`config.mk`:
```
export PLATFORM = sky130hd
export DESIGN_NAME = rob_buffer
export DESIGN_NICKNAME = d
export VERILOG_FILES = /design/src/rtl/rob_pkg.sv /design/src/rtl/rob_entry_array.sv /design/src/rtl/rob_buffer.sv
export SDC_FILE = /design/constraint.sdc
export NUM_CORES = 1
export LEC_CHECK = 0
export ABC_AREA = 1
export CAP_MARGIN = 0
export CORE_MARGIN = 2
export CORE_UTILIZATION = 35
export DETAILED_ROUTE_END_ITERATION = 8
export PLACE_DENSITY = 0.53
export SYNTH_ARGS = -nofsm -noshare
export SYNTH_HDL_FRONTEND = slang
export SYNTH_SLANG_ARGS = --single-unit
```
`constraint.sdc`:
```
create_clock -name clk -period 6.62 [get_ports clk]
set_input_delay 1.324 -clock clk [delete_from_list [all_inputs] [get_ports clk]]
set_output_delay 1.324 -clock clk [all_outputs]
set_load 0.01 [all_outputs]
```
`src/rtl/rob_pkg.sv`:
```
// ============================================================================
// rob_pkg
// Shared widths and entry record for the reorder buffer and its storage.
// Revision: 1.0
// ============================================================================
`default_nettype none

package rob_pkg;

    localparam int ROB_DEPTH = 16;
    localparam int ROBID_W   = 4;
    localparam int CNT_W     = 5;
    localparam int FLAGS_W   = 8;
    localparam int WBS_W     = 8;
    localparam int VAL_W     = 8;

    typedef struct packed {
        logic               valid;
        logic               done;
        logic [WBS_W-1:0]   wbs;
        logic [FLAGS_W-1:0] flags;
        logic [VAL_W-1:0]   value;
    } rob_entry_t;

endpackage

`default_nettype wire

```
`src/rtl/rob_entry_array.sv`:
```
// ============================================================================
// rob_entry_array
// ROB entry storage: alloc/completion write ports, commit clear, head and
// lookup read ports.
// Revision: 1.0
// ============================================================================
`default_nettype none

module rob_entry_array
    import rob_pkg::*;
(
    input  logic               clk,
    input  logic               rst,
    input  logic               i_flush,
    input  logic               i_alloc_en,
    input  logic [ROBID_W-1:0] i_alloc_idx,
    input  logic [WBS_W-1:0]   i_alloc_wbs,
    input  logic               i_cmpl_en,
    input  logic [ROBID_W-1:0] i_cmpl_idx,
    input  logic [FLAGS_W-1:0] i_cmpl_flags,
    input  logic [WBS_W-1:0]   i_cmpl_wbs,
    input  logic [VAL_W-1:0]   i_cmpl_value,
    input  logic               i_clr_en,
    input  logic [ROBID_W-1:0] i_clr_idx,
    input  logic [ROBID_W-1:0] i_head_idx,
    input  logic [ROBID_W-1:0] i_lkup_idx,
    output rob_entry_t         o_head,
    output logic               o_lkup_done,
    output logic [VAL_W-1:0]   o_lkup_value,
    output logic               o_cmpl_accept
);

    logic [ROB_DEPTH-1:0] r_valid;
    logic [ROB_DEPTH-1:0] r_done;
    logic [WBS_W-1:0]     r_wbs   [ROB_DEPTH];
    logic [FLAGS_W-1:0]   r_flags [ROB_DEPTH];
    logic [VAL_W-1:0]     r_value [ROB_DEPTH];

    logic w_cmpl_accept;
    logic w_cmpl_wr;

    // A completion only lands on an allocated entry that has not finished yet.
    assign w_cmpl_accept = i_cmpl_en & r_valid[i_cmpl_idx] & ~r_done[i_cmpl_idx];
    assign w_cmpl_wr     = w_cmpl_accept & ~i_flush;
    assign o_cmpl_accept = w_cmpl_accept;

    always_ff @(posedge clk) begin
        if (rst || i_flush) begin
            r_valid <= '0;
            r_done  <= '0;
        end else begin
            if (i_alloc_en) begin
                r_valid[i_alloc_idx] <= 1'b1;
                r_done[i_alloc_idx]  <= 1'b0;
            end
            if (w_cmpl_wr) begin
                r_done[i_cmpl_idx] <= 1'b1;
            end
            if (i_clr_en) begin
                r_valid[i_clr_idx] <= 1'b0;
                r_done[i_clr_idx]  <= 1'b0;
            end
        end
    end

    // Payload is always qualified by valid/done, so it carries no reset.
    always_ff @(posedge clk) begin
        if (!i_flush) begin
            if (i_alloc_en) begin
                r_wbs[i_alloc_idx] <= i_alloc_wbs;
            end
            if (w_cmpl_wr) begin
                r_wbs[i_cmpl_idx]   <= i_cmpl_wbs;
                r_flags[i_cmpl_idx] <= i_cmpl_flags;
                r_value[i_cmpl_idx] <= i_cmpl_value;
            end
        end
    end

    always_comb begin
        o_head.valid = r_valid[i_head_idx];
        o_head.done  = r_done[i_head_idx];
        o_head.wbs   = r_wbs[i_head_idx];
        o_head.flags = r_flags[i_head_idx];
        o_head.value = r_value[i_head_idx];
    end

    assign o_lkup_done  = r_valid[i_lkup_idx] & r_done[i_lkup_idx];
    assign o_lkup_value = r_value[i_lkup_idx];

endmodule

`default_nettype wire

```
`src/rtl/rob_buffer.sv`:
```
// ============================================================================
// rob_buffer
// In-order reorder buffer: allocation, out-of-order completion capture,
// in-order commit handshake and combinational operand lookup.
// Revision: 1.0
// ============================================================================
`default_nettype none

module rob_buffer
    import rob_pkg::*;
(
    input  logic               clk,
    input  logic               rst,
    input  logic               flush,
    input  logic               alloc_req,
    input  logic [WBS_W-1:0]   alloc_wbs,
    output logic               alloc_ready,
    output logic [ROBID_W-1:0] alloc_robid,
    input  logic               rob_valid,
    input  logic [ROBID_W-1:0] rob_robid,
    input  logic [FLAGS_W-1:0] rob_flags,
    input  logic [WBS_W-1:0]   rob_wbs,
    input  logic [VAL_W-1:0]   rob_value,
    output logic               commit_valid,
    input  logic               commit_ready,
    output logic [ROBID_W-1:0] commit_robid,
    output logic [WBS_W-1:0]   commit_wbs,
    output logic [FLAGS_W-1:0] commit_flags,
    output logic [VAL_W-1:0]   commit_value,
    input  logic [ROBID_W-1:0] lookup_robid,
    output logic               lookup_done,
    output logic [VAL_W-1:0]   lookup_value,
    output logic [CNT_W-1:0]   count,
    output logic               err_spurious
);

    localparam logic [CNT_W-1:0] c_FULL_COUNT = CNT_W'(ROB_DEPTH);

    logic [ROBID_W-1:0] r_head;
    logic [ROBID_W-1:0] r_tail;
    logic [CNT_W-1:0]   r_count;
    logic               r_err;

    rob_entry_t         w_head;
    logic               w_lkup_done;
    logic [VAL_W-1:0]   w_lkup_value;
    logic               w_cmpl_accept;
    logic               w_alloc;
    logic               w_commit;
    logic               w_spurious;

    assign alloc_ready  = (r_count != c_FULL_COUNT);
    assign w_alloc      = alloc_req & alloc_ready & ~flush;
    assign commit_valid = w_head.valid & w_head.done;
    assign w_commit     = commit_valid & commit_ready & ~flush;
    assign w_spurious   = rob_valid & ~w_cmpl_accept & ~flush;

    rob_entry_array u_entries (
        .clk           (clk),
        .rst           (rst),
        .i_flush       (flush),
        .i_alloc_en    (w_alloc),
        .i_alloc_idx   (r_tail),
        .i_alloc_wbs   (alloc_wbs),
        .i_cmpl_en     (rob_valid),
        .i_cmpl_idx    (rob_robid),
        .i_cmpl_flags  (rob_flags),
        .i_cmpl_wbs    (rob_wbs),
        .i_cmpl_value  (rob_value),
        .i_clr_en      (w_commit),
        .i_clr_idx     (r_head),
        .i_head_idx    (r_head),
        .i_lkup_idx    (lookup_robid),
        .o_head        (w_head),
        .o_lkup_done   (w_lkup_done),
        .o_lkup_value  (w_lkup_value),
        .o_cmpl_accept (w_cmpl_accept)
    );

    always_ff @(posedge clk) begin
        if (rst) begin
            r_head  <= '0;
            r_tail  <= '0;
            r_count <= '0;
            r_err   <= 1'b0;
        end else if (flush) begin
            // Flush keeps the sticky error so software can still observe it.
            r_head  <= '0;
            r_tail  <= '0;
            r_count <= '0;
        end else begin
            if (w_alloc) begin
                r_tail <= r_tail + ROBID_W'(1);
            end
            if (w_commit) begin
                r_head <= r_head + ROBID_W'(1);
            end
            case ({w_alloc, w_commit})
                2'b10:   r_count <= r_count + CNT_W'(1);
                2'b01:   r_count <= r_count - CNT_W'(1);
                default: r_count <= r_count;
            endcase
            if (w_spurious) begin
                r_err <= 1'b1;
            end
        end
    end

    assign alloc_robid  = r_tail;
    assign commit_robid = r_head;
    assign commit_wbs   = w_head.wbs;
    assign commit_flags = w_head.flags;
    assign commit_value = w_head.value;
    assign lookup_done  = w_lkup_done;
    assign lookup_value = w_lkup_done ? w_lkup_value : '0;
    assign count        = r_count;
    assign err_spurious = r_err;

endmodule

`default_nettype wire

```
### Yosys cells after proc, flatten, opt, wreduce, memory -nomap -nowiden

Memory sizes are Yosys's and may differ from the RTL's. A register that Yosys moved wholly into a read port is not among the register bits.
Cells that the tools add are included.

* add/subtract/negate cells: 4
* magnitude comparators: 7
* equality and inequality tests: 3
* mux-type cells: 40
* bitwise operators: 21
* reduce and logical (&&, ||, !) cells: 7

Operators by type and width (count)
* 16-bit 2-to-1 mux: 8
* 16-bit bitwise AND: 3
* 16-bit inverter: 2
* 16-bit OR: 2
* 1-bit binary-select mux with 4-bit select: 6
* 4-bit 2-to-1 mux: 6
* 4-bit by 5-bit < comparator with 1-bit output, second input constant: 4
* 1-bit 2-to-1 mux: 15
* 1-bit demux with 4-bit select: 3
* 4-bit by 1-bit >= comparator with 1-bit output, second input constant: 3
* 1-bit bitwise AND: 11
* 5-bit case mux with 2 select lines: 1
* 4-bit by 1-bit adder with 4-bit output, second input constant: 2
* 8-bit 2-to-1 mux: 1
* 5-bit by 1-bit adder with 5-bit output, second input constant: 1
* 5-bit inequality test, second input constant: 1
* 5-bit by 1-bit subtractor with 5-bit output, second input constant: 1
* 1-bit logical AND: 3
* 1-bit inverter: 3
* 2-bit by 1-bit equality test with 1-bit output, second input constant: 1
* 2-bit equality test, second input constant: 1
* 2-bit AND reduction: 1
* 2-bit nonzero test: 1
* 2-bit OR reduction: 1
* 1-bit logical OR: 1

* register bits: 46
* RAM bits: 384
* output and inout port bits: 49
* word-level logic and storage cells: 91
* memories kept: 3

Memory list
* u_entries.r_flags: words 16, width 8, rd ports 1, clocked after Yosys merged registers in 1, wr ports 1, RTL line rob_entry_array.sv:36 `logic [FLAGS_W-1:0] r_flags [ROB_DEPTH];`
* u_entries.r_value: words 16, width 8, rd ports 2, clocked after Yosys merged registers in 1, wr ports 1, RTL line rob_entry_array.sv:37 `logic [VAL_W-1:0] r_value [ROB_DEPTH];`
* u_entries.r_wbs: words 16, width 8, rd ports 1, clocked after Yosys merged registers in 1, wr ports 2, RTL line rob_entry_array.sv:35 `logic [WBS_W-1:0] r_wbs [ROB_DEPTH];`

### Depth between registers and ports, before layout

Gate-level depths: netlist of run 1.

* depth in word-level cells: 13
* depth in mapped cells: 23

### Hierarchy

Synthesis of run 1 repeated with hierarchy kept, for this count alone.

* cells, all modules: 2339
* area total of the unflattened synthesis: 22168.8 sq um

Modules (own cells, without submodules)
* rob_entry_array: times used 1, cells each 2200, area an instance 21224.1 sq um
* rob_buffer: times used 1, cells each 139, area an instance 944.7 sq um

### Least setup slack after synthesis of run 1

No wires, ideal clock.

* path kind: input to output
* start: in lookup_robid[0]
* end: out lookup_value[5]
* arrival: 2.675 ns
* setup slack: 2.621 ns
* stages on the path: 7
* buffers on the path: 3
* cells stage by stage: clkbuf_1 -> clkbuf_1 -> buf_1 -> a21oi_1 -> o22ai_1 -> nor2_1 -> nor3_1

* longest elaborated chain between the ends: 4
* elaborated cells between the ends (all ways): 7

RTL lines
* from (decl): RTL line rob_buffer.sv:30 `input logic [ROBID_W-1:0] lookup_robid,`
* 1-bit binary-select mux with 4-bit select: RTL line rob_entry_array.sv:88 `assign o_lkup_done = r_valid[i_lkup_idx] & r_done[i_lkup_idx];`
* 1-bit 2-to-1 mux (not written as such): RTL line rob_entry_array.sv:88
* 1-bit bitwise AND: RTL line rob_entry_array.sv:88
* 8-bit 2-to-1 mux *: RTL line rob_buffer.sv:115 `assign lookup_value = w_lkup_done ? w_lkup_value : '0;`
* to (decl): RTL line rob_buffer.sv:32 `output logic [VAL_W-1:0] lookup_value,`

Mark *: on every way between the ends. The rest lies on a longest branch, timed or not. The select of a mux whose other input is x is not followed.

==> results.md, run 1 <==
* Post-synthesis async set-or-reset flop share at 0%
* Vias in the first global route at 16077
* Final Hold Viols at 0
* GP Congestion at 0.894
* Fmax at 182 MHz
* Clock sink count at 434
* Gr ovfl total at 0
* Total of max-cap violations at 0
* Core area at 0.0614 mm2
* Pleak at 9.11 nW
* Area Growth Syn to Fin at 13.9%
* Slew headroom at 27.8%
* Largest net degree at the start of global routing at 99
* RSZ-0062 raised after global routing: no
* Critical Path Source Type: register
* Outcome: finished clean
* Via count at 16517
* First-pass GRT wire length at 97800 um
* Syn_nets at 2313
* Cell count after synthesis at 2255
* Avg Inst Size Synth at 9.59 um2
* Clock buffer depth at 3
* Final ANT Viol Nets at 0
* WP data required at 5300 ps
* Final setup fails at 0
* Register area share after synthesis at 57.9%
* Wirelength, routed at 64800 um
* Ant. Diodes at 0
* Class of the tightest hold or removal check: register to register
* Sw Ratio at 21.9%
* Reg-to-Reg End: count[4]
* Fin nets at 2330
* Synth Flop Type: edfxtp_1
* Final period util at 82.9%
* Tmin final at 5490 ps
* CP Max Fanout at 60
* Starting DRC count in detailed routing at 1259
* Worst-path clk slew at 60 ps
* EDFF count, synth at 384
* Clk pwr share at 45.6%
* Initial antenna violation count at 0
* Max VDD drop at 192 uV
* FF/Latch Area at 0.0125 mm2
* Share of layout cells above drive strength 1 at 5.93%
* WHS Endpoint: err_spurious
* Drt pass-1 iters at 6
* Post-Syn Area at 0.0216 mm2
* Setup TNS at 0 ps
* Synth cell types at 38
* Hold Crit Start: err_spurious
* Fillers at 5939
* Fin area at 0.0246 mm2
* Root Driver: clkbuf_16
* I/O pins at 95
* Warnings, synthesis at 0
* PostCTS Resize Cnt at 0
* Rows at 91
* R2R cell count at 21
* CP endpoint kind: primary output
* Worst-skew pair later-pin latency at 600 ps
* Reg-to-Reg Start: commit_robid[1]
* HPWL Detailed at 39900 um
* Reg power frac at 49.9%
* Number of remaining DRC errors at 0
* Aggregate global-route resource usage at 20.2%
* Crit path kind: register to primary output
* Arrival @ worst endpoint at 4160 ps
* DIE WIDTH at 253 um
* Footprint of the multi-input gates at 0.00743 mm2
* Initial Utilization at 35.2%
* Die area at 0.0638 mm2
* Post-CTS Hold Buffers at 0
* Power Internal at 0.00467 W
* CTS tree: done
* Logic pwr share at 4.5%
* Switching pwr at 0.00131 W
* Clk_skew at 22.3 ps
* Fin. max-slew vios at 0
* Post CTS Setup Buffer Count at 0
* Inserted Clock Buffers at 50
* #FFs+latches synth at 434
* Slew @ Worst Pin at 1080 ps
* Power Density at 243 mW/mm2
* Via density per instance at 5.33
* Die Y at 253 um
* Hold depth at 2
* WL/cell at 20.9 um
* IO Port Bufs at 94
* R2R setup slack at 2850 ps
* H-tree Lvls at 2
* Dpl cell area at 0.0230 mm2
metal layers:
metal  global-route usage [%]  wire length (um)
met1                     26.6             27900
met2                     34.2             31400
met3                     2.56              3510
met4                     7.03              1940
met5                        0                 0
per-stage QoR:
step	std cells	worst slack [ps]	power [W]	hold slack [ps]	utilization, %
after floorplan	2255	2620	0.00319	468	-
after detailed placement	3010	1140	0.00331	445	37.6
after global routing	3101	917	0.00615	512	40.1
final	3101	1130	0.00598	456	40.1
after global placement	3010	1130	0.00330	443	37.6
after CTS	3101	1100	0.00603	457	40.1
Yosys cell counts, drive strengths merged (44+ instances only):
master	count	share of area, %
dfxtp	50	4.6
buf	71	1.9
nand3	73	1.7
a21oi	190	4.4
nand4	44	2.1
o211ai	85	3.0
nor2	123	2.2
o21ai	355	8.3
edfxtp	384	53
clkbuf	89	1.6
inv	235	4.1
mux2i	64	3.0
nand2	439	7.7
state kept, by name, summed over array words and instances, names as in the netlist, named ones only:
name,count
commit_robid,4
alloc_robid,4
u_entries.r_done,16
u_entries.r_wbs,128
u_entries.r_value,128
count,5
u_entries.r_flags,128
u_entries.r_valid,16
err_spurious,1
worst max-delay path, cell delays in order, from the launching register on:
cell and delay, ps:
dfxtp_4 610, clkinv_2 900, buf_4 560, o21ai_0 480, o211ai_1 150, nand2_1 200
clkdlybuf4s50_1 570
cells in the final DEF (no fill, tap or decap), types with 51 or more instances in the layout:
master and instances:
edfxtp_1 384, inv_1 230, mux2i_1 64, a21oi_1 190
o21ai_0 283, clkdlybuf4s50_1 93, nand3_1 72, nand2_1 432
nor2_1 122, clkbuf_16 51, o211ai_1 85, o21ai_1 66
how the worst max path moves through the flow:
stage / slack [ps] / from / endpoint
6_report: 1130 / register / commit_wbs[7]
2_1_floorplan: 2620 / lookup_robid[0] / lookup_value[5]
4_1_cts: 1100 / register / commit_wbs[7]
3_3_place_gp: 1130 / lookup_robid[3] / lookup_value[5]
3_5_place_dp: 1140 / lookup_robid[1] / lookup_value[4]
5_1_grt: 920 / lookup_robid[1] / lookup_value[4]
area by class of cell:
type	instances	share of cell area [%]
flip-flops and latches	434	50.9
multi-input cells	1425	30.1
clock buffers	74	5.61
repair buffers	125	4.86
well taps	790	4.01
inverters	236	3.63
clock inverters	17	0.818
power by group through the flow:
stage / clock, W / combinational (W) / sequential, W
4_1_cts: 0.00277 / 0.000269 / 0.00298
5_1_grt: 0.00287 / 0.000298 / 0.00298
2_1_floorplan: 0 / 0.000149 / 0.00304
6_report: 0.00273 / 0.000269 / 0.00298
3_5_place_dp: 0 / 0.000268 / 0.00304
3_3_place_gp: 0 / 0.000263 / 0.00304
cell families (layout without fill, tap and decap cells):
group / count (synthesis) / in the layout / synth area share (%)
adders and majority gates: 12 / 12 / 0.694
DFF: 434 / 434 / 57.9
buffers and inverters: 396 / 452 / 7.71
muxes: 64 / 64 / 2.96
AOI/OAI and AO/OA: 646 / 646 / 16.1
xor gates and xnor gates: 6 / 6 / 0.243
and+or+nand+nor: 697 / 697 / 14.3
(Power assumes the default switching activity.)
==> run 2, diff against run 1 <==
--- a/config.mk
+++ b/config.mk
@@ -10,7 +10,7 @@
 export CORE_MARGIN = 2
 export CORE_UTILIZATION = 35
 export DETAILED_ROUTE_END_ITERATION = 8
-export PLACE_DENSITY = 0.53
+export PLACE_DENSITY = 0.55
 export SYNTH_ARGS = -nofsm -noshare
 export SYNTH_HDL_FRONTEND = slang
 export SYNTH_SLANG_ARGS = --single-unit
==> constraint.sdc (replaced) <==
create_clock -name clk -period 5 [get_ports clk]
set_input_delay 1 -clock clk [delete_from_list [all_inputs] [get_ports clk]]
set_output_delay 1 -clock clk [all_outputs]
set_load 0.01 [all_outputs]
==> results.md, run 2 (synthesis results as in run 1) <==
* Switching pwr at 0.00167 W
* Initial Utilization at 35.2%
* Drt pass-1 iters at 6
* WP data required at 4000 ps
* Clk_skew at 11.5 ps
* Most frequent cells in the layout: nand2_1 (432), edfxtp_1 (384), o21ai_0 (283)
* DIE WIDTH at 253 um
* Wirelength, routed at 65000 um
* Final period util at 95.6%
* Aggregate global-route resource usage at 20.1%
* Commonest non-fill, non-tap cell in the layout: nand2_1
* First-pass GRT wire length at 96500 um
* Fin. max-slew vios at 0
* Share of layout cells above drive strength 1 at 6.84%
* Worst-skew pair later-pin latency at 580 ps
* Setup TNS at 0 ps
* Fin area at 0.0248 mm2
* Power Internal at 0.00605 W
* Slew headroom at 31.2%
* Fin nets at 2361
* Area Growth Syn to Fin at 14.9%
* Class of the tightest hold or removal check: register to register
* Core area at 0.0614 mm2
* CP Max Fanout at 18
* Outcome: finished clean
* Reg power frac at 51.2%
* Inserted Clock Buffers at 49
* Via count at 16532
* Post CTS Setup Buffer Count at 0
* Tmin final at 4780 ps
* Root Driver: clkbuf_16
* Die area at 0.0638 mm2
* Dpl cell area at 0.0233 mm2
* Total of max-cap violations at 0
* Power Density at 311 mW/mm2
* Sw Ratio at 21.6%
* Biggest regs: u_entries.r_flags (128), u_entries.r_value (128), u_entries.r_wbs (128)
* Rows at 91
* WL/cell at 20.8 um
* I/O pins at 95
* Logic pwr share at 4.7%
* Number of remaining DRC errors at 0
* RSZ-0062 raised after global routing: no
* HPWL Detailed at 40100 um
* Gr ovfl total at 0
* Via density per instance at 5.28
* Largest net degree at the start of global routing at 93
* Pleak at 9.22 nW
* Die Y at 253 um
* Vias in the first global route at 15490
* Final ANT Viol Nets at 0
* Fmax at 209 MHz
* GP Congestion at 0.927
* Clock sink count at 434
* Arrival @ worst endpoint at 3780 ps
* Critical Path Source Type: input port
* H-tree Lvls at 2
* Clk pwr share at 44.1%
* Initial antenna violation count at 1
* CP endpoint kind: primary output
* Post-CTS Hold Buffers at 0
* PostCTS Resize Cnt at 0
* Final Hold Viols at 0
* Worst-path clk slew at 60 ps
* Clock buffer depth at 3
* Slew @ Worst Pin at 1030 ps
* Crit path kind: input port to primary output
* Final setup fails at 0
* Starting DRC count in detailed routing at 1482
* Max VDD drop at 275 uV
* IO Port Bufs at 94
* CTS tree: done
==> run 2: changes by cell type in the layout (fill, tap and decap cells not counted) <==
cell and delta:
buf_4 +27, clkinv_1 +10, buf_12 +5, clkbuf_1 -5, clkinv_2 -4, clkbuf_8 -2
diode_2 +2, bufinv_16 -1, clkbuf_16 -1, clkinv_8 +1, inv_1 -1, inv_16 -1
inv_6 -1
==> run 2: final cells by class <==
cell class	count	area (um2)
fill	5917	36500
antenna	2	5.00
clock buffer	66	1310
inverter	236	895
tap	790	988
timing repair buffer	157	1500
clock inverter	20	173
multi-input combinational	1425	7430
sequential	434	12500
==> run 2: power groups by stage <==
stage                     Combinational (W)  Clock, W  Sequential (W)
after floorplan                    0.000198         0         0.00403
after global placement             0.000349         0         0.00403
after detailed placement           0.000358         0         0.00403
after CTS                          0.000359   0.00348         0.00395
after global routing               0.000396   0.00361         0.00395
final                              0.000361   0.00341         0.00395
==> run 2: through the flow <==
stage | total power [W] | std cells | hold WS [ps] | worst slack (ps) | utilization, %
final | 0.00772 | 3130 | 452 | 218 | 40.5
after global routing | 0.00795 | 3128 | 474 | 93.0 | 40.5
after CTS | 0.00779 | 3128 | 454 | 255 | 40.5
after detailed placement | 0.00438 | 3042 | 443 | 256 | 38.0
after global placement | 0.00437 | 3042 | 444 | 299 | 38.0
after floorplan | 0.00422 | 2255 | 468 | 1650 | -
==> run 2: critical path: stages <==
cell             delay, ps
clkdlybuf4s50_1        710
inv_2                  120
buf_4                  220
nand3_1                110
nand3_1                 80
nand3_1                100
nand2_1                380
a21oi_1                450
clkdlybuf4s50_1        610
==> run 2: final timing paths <==
path                          end            start  depth (start not counted)  slack, ps
setup reg to reg         count[4]  commit_robid[1]                         20       1640
setup / recovery  lookup_value[7]  lookup_robid[1]                          9        220
hold / removal       err_spurious     err_spurious                          2        450
hold reg to reg      err_spurious     err_spurious                          2        450
==> run 2: per-layer routing <==
metal / vias to the layer above / global-route usage [%] / wire length (um)
met2: 561 / 32.6 / 30600
li1: 7916 / - / -
met1: 7936 / 27.2 / 28200
met4: 0 / 7.37 / 2130
met5: - / 0 / 0
met3: 119 / 3.09 / 4070
==> run 3, diff against run 2 <==
--- a/config.mk
+++ b/config.mk
@@ -10,7 +10,8 @@
 export CORE_MARGIN = 2
 export CORE_UTILIZATION = 35
 export DETAILED_ROUTE_END_ITERATION = 8
-export PLACE_DENSITY = 0.55
+export DONT_BUFFER_PORTS = 1
+export PLACE_DENSITY = 0.52
 export SYNTH_ARGS = -nofsm -noshare
 export SYNTH_HDL_FRONTEND = slang
 export SYNTH_SLANG_ARGS = --single-unit
==> results.md, run 3 (synthesis results as in run 1) <==
* Outcome: finished clean
* Via count at 15961
* Clock buffer depth at 3
* FF/Latch Area at 0.0125 mm2
* I/O pins at 95
* CP top delay family: buffers and inverters
* Worst slack at placement at 1100 ps
* Worst path bufs/invs at 2
* Post-CTS Hold Buffers at 0
* Clock sink count at 434
* Met2 GRT Util at 33.8%
* Footprint of the multi-input gates at 0.00743 mm2
* Slew @ Worst Pin at 1060 ps
* IO Port Bufs at 0
* Drt pass-1 iters at 5
* Wirelength, routed at 64700 um
* Hold depth at 1
* Inserted Clock Buffers at 49
* CTS tree: done
* Die Y at 253 um
* Final ANT Viol Nets at 0
* Max VDD drop at 247 uV
* Root Driver: clkbuf_16
* Setup TNS at 0 ps
* Final WS setup at 888 ps
* GRT met1 Usage at 26.5%
* GRT Max-Usage Layer: met2
* Critical Path Source Type: register
* Rows at 91
* Die area at 0.0638 mm2
* DIE WIDTH at 253 um
* CP endpoint kind: primary output
* Vias in the first global route at 15340
* Biggest regs: u_entries.r_flags (128), u_entries.r_value (128), u_entries.r_wbs (128)
* Slew headroom at 29.1%
* Crit-path max cell delay at 730 ps
* Ant. Diodes at 0
* WP data required at 4000 ps
* R2R cell count at 20
* Core area at 0.0614 mm2
* Initial Utilization at 35.2%
* Fin. max-slew vios at 0
* Arrival @ worst endpoint at 3110 ps
* RSZ-0062 raised after global routing: no
* Crit path cell chain: clkinv_2, buf_12, o211ai_1, o211ai_1, nand2_1
* Post CTS Setup Buffer Count at 0
* Final Hold Viols at 0
* PostCTS Resize Cnt at 0
* Slowest cell on crit path: clkinv_2
* WL/cell at 21.5 um
* Largest net degree at the start of global routing at 116
* Starting DRC count in detailed routing at 1273
* Fillers at 6042
* Initial antenna violation count at 0
* CP Max Fanout at 41
* HPWL Detailed at 41100 um
* First-pass GRT wire length at 96700 um
* Met3 Resource Use GR at 3.69%
* Share of layout cells above drive strength 1 at 6.13%
* Fmax at 243 MHz
* Tmin final at 4110 ps
* Final period util at 82.2%
* Worst-path clk slew at 60 ps
* Gr ovfl total at 0
* Area Growth Syn to Fin at 9.26%
* Number of remaining DRC errors at 0
* Total of max-cap violations at 0
* Commonest non-fill, non-tap cell in the layout: nand2_1
* Most frequent cells in the layout: nand2_1 (432), edfxtp_1 (384), o21ai_0 (283)
* H-tree Lvls at 2
* Crit path depth at 5
* Pleak at 8.73 nW
* Via density per instance at 5.30
* CP dominant cell by count: o211ai_1
* GP Congestion at 0.935
* Fin nets at 2238
* Crit path kind: register to primary output
* Aggregate global-route resource usage at 20.2%
* Power Density at 320 mW/mm2
* Clk_skew at 30.3 ps
* Worst-skew pair later-pin latency at 610 ps
* Class of the tightest hold or removal check: input port to register
* Post-layout util at 38.5%
* Final setup fails at 0
==> run 3: cell count changes in the layout (fill, tap and decap cells not counted), sizes merged <==
cell           previous run  this run
diode                     2         0
clkbuf                   66        67
inv                     233       234
bufinv                    3         1
clkdlybuf4s50            93         0
clkinv                   19        23
buf                      64        34
==> run 3: through the flow <==
stage	total power [W]	cells	hold slack [ps]	instance area, um2
global route	0.00779	3009	446	23600
CTS	0.00764	3009	442	23600
finish	0.00756	3009	468	23600
detailed placement	0.00425	2919	486	22200
floorplan	0.00422	2255	468	21600
global placement	0.00425	2919	482	22200
==> run 3: where the power goes <==
| group | total (W) | internal [W] | switching [W] |
|---|---|---|---|
| Clock | 0.00339 | 0.00191 | 0.00148 |
| Sequential | 0.00395 | 0.00395 | 0.00000476 |
| Combinational | 0.000224 | 0.0000683 | 0.000156 |
==> run 3: area by class of cell <==
| type | instances | share of cell area [%] |
|---|---|---|
| clock buffer | 67 | 5.61 |
| clock inverter | 23 | 0.625 |
| inverter | 236 | 3.79 |
| multi-input combinational | 1425 | 31.4 |
| sequential | 434 | 53.1 |
| tap | 790 | 4.18 |
| timing repair buffer | 34 | 1.29 |
==> run 3: per-layer routing <==
layer / vias to the layer above / share of wire [%]
li1: 7685 / -
met1: 7683 / 43
met2: 486 / 47
met3: 107 / 6.1
met4: 0 / 3.0
met5: - / 0
==> run 3: final timing paths <==
path                   start             to  slack, ps
min                      rst   err_spurious        470
min reg2reg     err_spurious   err_spurious        490
max                 register  commit_wbs[5]        890
max reg2reg  commit_robid[1]       count[4]       1460
